## src/rtl/pipe_ctrl.sv

```systemverilog
// Pipeline hold/flush controller: arbitrates stalls and redirects for PC, IF/ID, ID/EX.
// Also keeps the bus-wait timeout and stall-cycle debug counters.
module pipe_ctrl #(
  parameter int DW        = 32,
  parameter int FLUSH_CYC = 1,
  parameter int TIMEOUT   = 255
) (
  input  logic          clk,
  input  logic          rst,
  input  logic          jump_req_i,
  input  logic [DW-1:0] jump_addr_i,
  input  logic          int_req_i,
  input  logic [DW-1:0] int_addr_i,
  input  logic          div_busy_i,
  input  logic          bus_wait_i,
  output logic          jump_o,
  output logic [DW-1:0] jump_addr_o,
  output logic          int_ack_o,
  output logic          hold_pc_o,
  output logic          hold_if_id_o,
  output logic          hold_id_ex_o,
  output logic          flush_if_id_o,
  output logic          flush_id_ex_o,
  output logic          bus_timeout_o,
  output logic [31:0]   stall_cnt_o
);

  localparam int CW = (FLUSH_CYC > 2) ? $clog2(FLUSH_CYC) : 1;
  localparam logic [CW-1:0] CNT_INIT = CW'(FLUSH_CYC - 1);
  localparam logic [CW-1:0] CNT_LAST = CW'(1);
  localparam logic [15:0] WAIT_LAST = 16'(TIMEOUT - 1);

  localparam logic [0:0] IDLE  = 1'b0;
  localparam logic [0:0] FLUSH = 1'b1;

  logic [0:0]    state;
  logic [CW-1:0] cnt;
  logic [15:0]   wait_cnt;
  logic [31:0]   stall_cnt;
  logic          stall;

  assign stall = div_busy_i | bus_wait_i;

  always_comb begin
    jump_o        = 1'b0;
    jump_addr_o   = '0;
    int_ack_o     = 1'b0;
    hold_pc_o     = 1'b0;
    hold_if_id_o  = 1'b0;
    hold_id_ex_o  = 1'b0;
    flush_if_id_o = 1'b0;
    flush_id_ex_o = 1'b0;
    bus_timeout_o = 1'b0;
    if (!rst) begin
      if (state == FLUSH) begin
        flush_if_id_o = 1'b1;
        flush_id_ex_o = 1'b1;
      end else if (stall) begin
        hold_pc_o     = 1'b1;
        hold_if_id_o  = 1'b1;
        hold_id_ex_o  = 1'b1;
        bus_timeout_o = bus_wait_i
                      && (wait_cnt == WAIT_LAST);
      end else if (int_req_i) begin
        jump_o        = 1'b1;
        jump_addr_o   = int_addr_i;
        int_ack_o     = 1'b1;
        flush_if_id_o = 1'b1;
        flush_id_ex_o = 1'b1;
      end else if (jump_req_i) begin
        jump_o        = 1'b1;
        jump_addr_o   = jump_addr_i;
        flush_if_id_o = 1'b1;
        flush_id_ex_o = 1'b1;
      end
    end
  end

  assign stall_cnt_o = rst ? '0 : stall_cnt;

  always_ff @(posedge clk) begin
    if (rst) begin
      state     <= IDLE;
      cnt       <= '0;
      wait_cnt  <= '0;
      stall_cnt <= '0;
    end else begin
      if (state == IDLE) begin
        // a single bubble is covered by the redirect cycle itself
        if (jump_o && (FLUSH_CYC > 1)) begin
          state <= FLUSH;
          cnt   <= CNT_INIT;
        end
      end else begin
        cnt <= cnt - 1'b1;
        if (cnt == CNT_LAST) state <= IDLE;
      end

      if ((state == FLUSH) || !bus_wait_i
          || bus_timeout_o)
        wait_cnt <= '0;
      else
        wait_cnt <= wait_cnt + 1'b1;

      if (hold_pc_o && (stall_cnt != '1))
        stall_cnt <= stall_cnt + 1'b1;
    end
  end

endmodule

```

## config.mk

```make
export PLATFORM = sky130hd
export DESIGN_NAME = pipe_ctrl
export DESIGN_NICKNAME = d
export VERILOG_FILES = /design/src/rtl/pipe_ctrl.sv
export SDC_FILE = /design/constraint.sdc
export NUM_CORES = 1
export LEC_CHECK = 0
export BUFFER_PORTS_ARGS = -buffer_cell sky130_fd_sc_hd__buf_2
export CAP_MARGIN = 20
export CORE_MARGIN = 4
export CORE_UTILIZATION = 47
export CTS_CLUSTER_SIZE = 40
export DETAILED_ROUTE_END_ITERATION = 10
export PLACE_DENSITY = 0.91
export SLEW_MARGIN = 20
export SYNTH_ARGS = -nofsm -noshare
export SYNTH_HDL_FRONTEND = slang
export SYNTH_SLANG_ARGS = --single-unit
export TNS_END_PERCENT = 1
```

## constraint.sdc

```tcl
create_clock -name clk -period 2.4 [get_ports clk]
set_input_delay 0.24 -clock clk [delete_from_list [all_inputs] [get_ports clk]]
set_output_delay 0.24 -clock clk [all_outputs]
set_load 0.01 [all_outputs]
```

### Yosys cells after proc, flatten, opt, wreduce, memory -nomap -nowiden

Index checks and enable logic that the tools add are counted.

| cells by class | value |
|---|---|
| add/sub/neg operators | 3 |
| eq/ne operators | 2 |
| multiplexer cells | 24 |
| bitwise logic cells | 2 |
| reduce and logical (&&, ||, !) cells | 7 |

Operators with widths:

| kind | number |
|---|---|
| $mux W32 | 6 |
| $add A32 B1 Y32 const B | 1 |
| $ne A32 B32 Y1 const B | 1 |
| $mux W1 | 18 |
| $add A16 B1 Y16 const B | 1 |
| $eq A16 B8 Y1 const B | 1 |
| $reduce_or A2 Y1 | 2 |
| $logic_and A1 B1 Y1 | 2 |
| $logic_or A1 B1 Y1 | 2 |
| $logic_not A1 Y1 | 1 |
| $not A1 Y1 | 1 |
| $or A1 B1 Y1 | 1 |
| $sub A1 B1 Y1 const B | 1 |

| storage, ports and cells | value |
|---|---|
| register bits | 50 |
| bits of input ports | 70 |
| output and inout port bits | 72 |
| word-level logic and storage cells | 42 |

### Logic depth before layout (Yosys ltp)

Gate-level depths: netlist (run 1).

| logic depth | value |
|---|---|
| depth in word-level cells | 7 |
| gate-level depth with buffers | 8 |
| depth with buffers taken out | 6 |

### Worst setup path after synthesis (run 1)

OpenSTA, ideal clock, no wires.

| timing | value |
|---|---|
| kind | reg-to-reg |
| start | register stall_cnt[14] |
| end | register stall_cnt[15] |
| library setup time | 0.123 ns |
| arrival | 1.771 ns |
| required time | 2.277 ns |
| slack | 0.505 ns |
| stages on the path, launching flop included | 7 |
| buffers on the path | 1 |
| clock period less this slack | 1.895 ns |
| cells stage by stage | dfxtp_1 > nand3_2 > or3_4 > or3_1 > buf_2 > nand4b_1 > mux2_1 |

| between the ends | value |
|---|---|
| longest elaborated chain between the ends | 2 |
| elaborated cells on any way between the ends | 3 |
| classes of those cells | add/sub (1); eq/ne (1); reduce/logical (1) |

RTL lines:

| item | line | text |
|---|---|---|
| start: declaration | 39 | `logic [31:0] stall_cnt;` |
| start signal: assignment | 106 | `stall_cnt <= stall_cnt + 1'b1;` |
| branches (longest 2 deep; another with $add A32 B1 Y32) | -- |  |

Parallel ways; which one is timed is not known.
A chain may end at the register's enable or synchronous reset.

### Worst setup path in the final report (run 1)

| timing | value |
|---|---|
| start | register stall_cnt[2] |
| end | register stall_cnt[15] |

The elaborated chain is that of the path after synthesis.

==> reports/summary.txt, run 1 <==
status: finished clean
final wirelength: 8.67 mm
synthesized area per cell: 8.32 um2
commonest non-fill, non-tap cell in the layout: buf_2
Slew Limit Headroom: 0.577
total gr overflow: 0
Bufs and invs on worst path: 0
Seq/Total Area, Yosys: 0.334
# nets final: 564
Detailed Routing Iterations Pass 1: 6
critical path, cell by cell: and4_4 > nand3_1 > nor3_1 > nand4b_1 > mux2_1
Seq pwr share: 0.555
Worst Tran Pin Value: 0.630 ns
main combinational cell family by area after synthesis: simple AND/OR/NAND/NOR gates
leading cell types in the layout, fill and taps excluded: 141 x buf_2, 54 x nor2_1, 50 x dfxtp_1, 32 x a22o_1, 21 x nand2_1
Cell variety after synth: 44
Worst VDD drop: 0.366 mV
number of synthesized flops with an enable pin: 0
Skew-Pair Late Insertion Delay: 0.30 ns
Sum Neg Setup Slack: 0 ns
DR iter-0 viols: 246
Net Switching: 369 uW
Post-Syn Instances: 360
Num CTS Buffers: 5
gpl congestion: 0.916
row cnt: 28
clock-pin transition on the worst setup and hold timing paths: 0.09 ns
DRC viols: 0
Initial Utilization: 0.494
Pint: 1150 uW
fillers: 538
compound-cell area share of the yosys netlist: 0.129
I/O pins: 142
ys async rst share: 0
Post-CTS Hold Buffers: 0
DR vias: 3132
area of the core: 6060 um2
vias in the first global route: 2827
largest net degree at the start of global routing: 55
CP required: 2.59 ns
Crit Path Max Fanout: 6
Final Max Slew Viols: 0
layout cells sized above 1: 0.356
clk sink count: 50
die area: 7710 um2
Synth Warn #: 0
Worst setup SP type: register
Fin Hold WS: 0.449 ns
first-pass GRT wire length: 13.1 mm
wire length per cell: 15.3 um
slowest library cell on the worst path: nor3_1
Synth Register Bits: 50
Setup crit end kind: register
RSZ-0062 raised after global routing: no
Routed Antenna Nets: 0
CP top delay family: simple AND/OR/NAND/NOR gates
CTS tree: done
detailed-placement wirelength estimate: 6.88 mm
Clock Skews: 0.00454 ns
Cell Area, Synth: 2990 um2
period utilization: 0.884
worst hold path type: register to register
setup bufs post-CTS: 0
Data arrival, critical path: 2.31 ns
Comb pwr share: 0.111
Hold Vio Cnt, Final: 0
clock share of power: 0.335
Switching Fraction: 0.244
# Max-Cap Violations: 0
Die X-Extent: 87.8 um
XOR/XNOR Fraction of Synth Area: 0.0556
Power Density: 396 nW/um2
deepest clock path buffer count: 2
Final setup viols: 0
Top FF cell, synth: dfxtp_1
adder-cell share of the synthesized area: 0.0125
post-synthesis simple-gate area fraction: 0.341
ant diodes: 0
min Tclk post-route: 2.12 ns
fin util: 0.630
Fmax: 471 MHz
H-tree depth: 2
Area Overhead vs Synth: 27.6%
mux cell area share after synthesis: 0.0748
Syn Nets: 433
PortBufs: 141
CP max stage delay: 0.59 ns
Total GRT Usage: 0.210
Pleak: 0.00177 uW
Vias/cell: 5.52
root buf cell: clkbuf_8
Crit Path Class: register to register
initial antenna violation count: 0
die height: 87.8 um
post-cts sizing count: 0
-- synthesized netlist by cell type, types with 6 or more instances --
master,number,area (um2)
clkbuf_1,12,45.0
mux2_1,7,78.8
inv_1,15,56.3
nand2_1,21,78.8
and4_1,10,87.6
xor2_1,13,114
a22o_1,32,280
and3_1,6,37.5
nand3_1,19,95.1
xnor2_1,6,52.6
mux2_2,12,135
nor3_1,6,30.0
nand4_1,14,87.6
nor2b_1,20,125
o21ai_0,11,55.1
dfxtp_1,50,1000
nor2_1,54,203
-- state kept, by name, summed over array words and instances (netlist names) --
register / flops
stall_cnt: 32
state: 1
wait_cnt: 16
cnt: 1
-- worst paths after layout --
kind                             start                         end  slack, ns  cells after the start
max          stall_cnt[2]$_SDFFE_PP0P_  stall_cnt[15]$_SDFFE_PP0P_       0.28                      5
min                   cnt$_SDFFE_PP0P_            state$_SDFF_PP0_       0.45                      1
max reg2reg  stall_cnt[2]$_SDFFE_PP0P_  stall_cnt[15]$_SDFFE_PP0P_       0.28                      5
min reg2reg           cnt$_SDFFE_PP0P_            state$_SDFF_PP0_       0.45                      1
-- routing by layer --
layer / vias up / GRT usage / wire length (um)
met5: - / 0 / 0
met4: 0 / 0.0739 / 133
met2: 114 / 0.328 / 4110
met1: 1461 / 0.282 / 3770
li1: 1543 / - / -
met3: 14 / 0.0536 / 659
-- logic make-up after synthesis --
logic type,count (synthesis)
simple gates,181
compound gates,51
flops,50
buf+inv,36
mux,20
xor+xnor,19
fa+ha+maj,3
-- layout make-up --
type	instances	area, um2	share of cell area
inverter	15	56.3	0.0147
clock buffer	6	82.6	0.0216
multi-input combinational	274	1840	0.481
timing repair buffer	145	736	0.193
tap	75	93.8	0.0246
sequential	50	1000	0.262
clock inverter	2	12.5	0.00328
-- metrics by stage --
step	total power [uW]	setup slack, ns	std cells	area [um2]
after CTS	1530	0.294	567	3820
after floorplan	937	0.505	360	2990
final	1510	0.277	567	3820
after global routing	1580	0.102	567	3820
after global placement	1020	0.424	559	3720
after detailed placement	1030	0.314	559	3720
-- power by group through the flow --
stage	combinational (uW)	sequential, uW	clock (uW)
finish	167	840	507
global route	184	841	558
CTS	167	840	518
detailed placement	167	860	0
global placement	163	859	0
floorplan	79.0	858	0
-- worst register-to-register path: stages (launching register included) --
cell and delay (ns):
dfxtp_1 0.40, and4_4 0.26, nand3_1 0.20, nor3_1 0.59, nand4b_1 0.20, mux2_1 0.36
Power figures use the tool's default switching activity.
==> run 2, diff against run 1 <==
--- a/config.mk
+++ b/config.mk
@@ -5,10 +5,11 @@
 export SDC_FILE = /design/constraint.sdc
 export NUM_CORES = 1
 export LEC_CHECK = 0
+export ABC_AREA = 1
 export BUFFER_PORTS_ARGS = -buffer_cell sky130_fd_sc_hd__buf_2
 export CAP_MARGIN = 20
 export CORE_MARGIN = 4
-export CORE_UTILIZATION = 47
+export CORE_UTILIZATION = 50
 export CTS_CLUSTER_SIZE = 40
 export DETAILED_ROUTE_END_ITERATION = 10
 export PLACE_DENSITY = 0.91
==> run 2 against run 1 <==
Fmax grew 5.3%. Power grew 7.2%. Critical path depth grew 2. Utilization grew 0.44 points. Combinational power grew 17%. Cell count grew 55%. Sequential share of layout area shrank 4.6 points. Cell area grew 21%. Clock power grew 16%.
==> reports/summary.txt, run 2 <==
status: finished clean
clock-pin transition on the worst setup and hold timing paths: 0.09 ns (about the same)
Tot Pwr: 1620 uW (+7.2%)
fillers: 714 (+33%)
hold_sp: rst
Hold Crit Depth: 5 (+4)
Largest Register: stall_cnt
number of synthesized flops with an enable pin: 0 (unchanged)
die area: 9040 um2 (+17%)
min Tclk post-route: 2.02 ns (-0.107 ns)
leading cell types in the layout, fill and taps excluded: 188 x nand2_1, 141 x buf_2, 105 x inv_1, 104 x nor2_1, 50 x dfxtp_1
H-tree depth: 2 (unchanged)
gpl congestion: 0.867 (-5.3%)
Total GRT Usage: 0.224 (+0.0134)
worst hold path type: input pin to register
initial antenna violation count: 0 (unchanged)
cells on worst reg2reg path: 10 (+5)
Post-CTS Hold Buffers: 0 (unchanged)
first-pass GRT wire length: 16.7 mm (+27%)
Placement Cell Area: 4520 um2 (+21%)
Hold Crit Endpoint: stall_cnt[1]$_SDFFE_PP0P_
RSZ-0062 raised after global routing: no
Synth Warn #: 0 (unchanged)
area of the core: 7290 um2 (+20%)
Worst VDD drop: 0.182 mV (-50%)
PortBufs: 141 (unchanged)
origin of the critical flop-to-flop path: stall_cnt[1]$_SDFFE_PP0P_
vias in the first global route: 3987 (+41%)
Crit Path Max Fanout: 33 (+27)
Initial Utilization: 0.520 (+0.0257)
Final Instance Count excl. Fillers: 880 (+55%)
commonest non-fill, non-tap cell in the layout: nand2_1
final wirelength: 9.91 mm (+14%)
cell type with the largest total area after synthesis: dfxtp_1
Worst Tran Pin Value: 0.445 ns (-0.185 ns)
Post-Syn Instances: 649 (+80%)
ant diodes: 0 (unchanged)
# Max-Cap Violations: 0 (unchanged)
DRC viols: 0 (unchanged)
Routed Antenna Nets: 0 (unchanged)
Fmax: 496 MHz (+5.3%)
Clock Skews: 0.0126 ns (+0.00805 ns)
Syn Nets: 722 (+67%)
post-synth top area share: 0.264 (-0.0702)
total gr overflow: 0 (unchanged)
post-placement cell count: 872 (+56%)
period utilization: 0.840 (-0.0447)
I/O pins: 142 (unchanged)
register-to-register setup slack: 0.48 ns (+0.20 ns)
DR vias: 4249 (+36%)
die height: 95.1 um (+8.3%)
Hold Vio Cnt, Final: 0 (unchanged)
Pleak: 0.00217 uW (+23%)
top cells by count, synth: 188 x nand2_1, 105 x inv_1, 104 x nor2_1
Top FF cell, synth: dfxtp_1
Vias/cell: 4.83 (-13%)
Synth Register Bits: 50 (unchanged)
Cell variety after synth: 32 (-27%)
row cnt: 31 (+11%)
Skew-Pair Late Insertion Delay: 0.31 ns (about the same)
CTS tree: done
Num CTS Buffers: 5 (unchanged)
Data arrival, critical path: 1.78 ns (-0.53 ns)
Power Density: 351 nW/um2 (-11%)
# nets final: 853 (+51%)
largest registers: stall_cnt: 32 flops, wait_cnt: 16 flops
Setup crit end kind: primary output
Die X-Extent: 95.1 um (+8.3%)
root buf cell: clkbuf_8
max FFs per register: 32 (unchanged)
Sum Neg Setup Slack: 0 ns (unchanged)
Area Overhead vs Synth: 22.1%
ys async rst share: 0 (unchanged)
largest net degree at the start of global routing: 34 (-38%)
wire length per cell: 11.3 um (-26%)
Seq/Total Area, Yosys: 0.264 (-0.0702)
Final Max Slew Viols: 0 (unchanged)
Worst setup SP type: register
worst r2r dst: stall_cnt[19]$_SDFFE_PP0P_
Final setup viols: 0 (unchanged)
Cell Area, Synth: 3790 um2 (+27%)
Area contributors post-synth: dfxtp_1 26%, nand2_1 19%, inv_1 10%
post-cts sizing count: 0 (unchanged)
final instance area: 4630 um2 (+21%)
most numerous cell in the Yosys netlist: nand2_1
setup bufs post-CTS: 0 (unchanged)
deepest clock path buffer count: 2 (unchanged)
detailed-placement wirelength estimate: 8.00 mm (+16%)
Detailed Routing Iterations Pass 1: 4 (-2)
CP required: 2.16 ns (-0.43 ns)
Slew Limit Headroom: 0.702 (+0.126)
clk sink count: 50 (unchanged)
layout cells sized above 1: 0.250 (-0.106)
DR iter-0 viols: 205 (-17%)
Crit Path Class: register to primary output
synthesized area per cell: 5.84 um2 (-30%)
## run 2: worst max-delay path by stage
stage | start | end | slack, ns
detailed placement | stall_cnt[1]$_SDFFE_PP0P_ | stall_cnt[28]$_SDFFE_PP0P_ | 0.49
global route | state$_SDFF_PP0_ | jump_addr_o[4] | 0.16
global placement | stall_cnt[1]$_SDFFE_PP0P_ | stall_cnt[13]$_SDFFE_PP0P_ | 0.57
CTS | state$_SDFF_PP0_ | jump_addr_o[10] | 0.37
floorplan | stall_cnt[1]$_SDFFE_PP0P_ | stall_cnt[30]$_SDFFE_PP0P_ | 0.75
finish | state$_SDFF_PP0_ | jump_addr_o[10] | 0.38
## run 2: layout make-up
type	count	area, um2	share of cell area
Tap cell	99	124	0.0268
Multi-Input combinational cell	471	2250	0.487
Clock inverter	1	30.0	0.00649
Inverter	106	400	0.0865
Sequential cell	50	1000	0.216
Timing Repair Buffer	146	743	0.161
Clock buffer	7	76.3	0.0165
## run 2: cell families (layout without fill, tap and decap cells)
family                     count (synthesis)  in the layout  synth area share
xor gates and xnor gates                  15             15            0.0347
buffers and inverters                    128            260             0.144
adders and majority gates                  3              3           0.00991
DFF                                       50             50             0.264
AOI/OAI and AO/OA                         72             72             0.111
and+or+nand+nor                          381            381             0.437
## run 2: per-stage QoR
stage / utilization / hold WS, ns / setup slack [ns]
after floorplan: - / 0.440 / 0.753
after global placement: 0.620 / 0.453 / 0.569
after detailed placement: 0.620 / 0.457 / 0.494
after CTS: 0.635 / 0.376 / 0.368
after global routing: 0.635 / 0.412 / 0.161
final: 0.635 / 0.381 / 0.385
## run 2: per-layer routing
layer	share of wire	global-route usage	wire length, um
met1	0.44	0.279	4400
met2	0.48	0.396	4790
met3	0.056	0.0339	554
met5	0	0	0
met4	0.017	0.0661	164
## run 2: critical path, cell delays in order, from the launching register on
cell and delay, ns:
dfxtp_1 0.32, inv_1 0.14, nand2_1 0.17, nor4_4 0.16, buf_4 0.33, nand2_1 0.12, o21ai_0 0.08, buf_2 0.15
## run 2: report_power, final
group | switching (uW) | internal (uW)
clock | 277 | 312
sequential | 5.78 | 834
combinational | 116 | 79.4
total | 399 | 1230
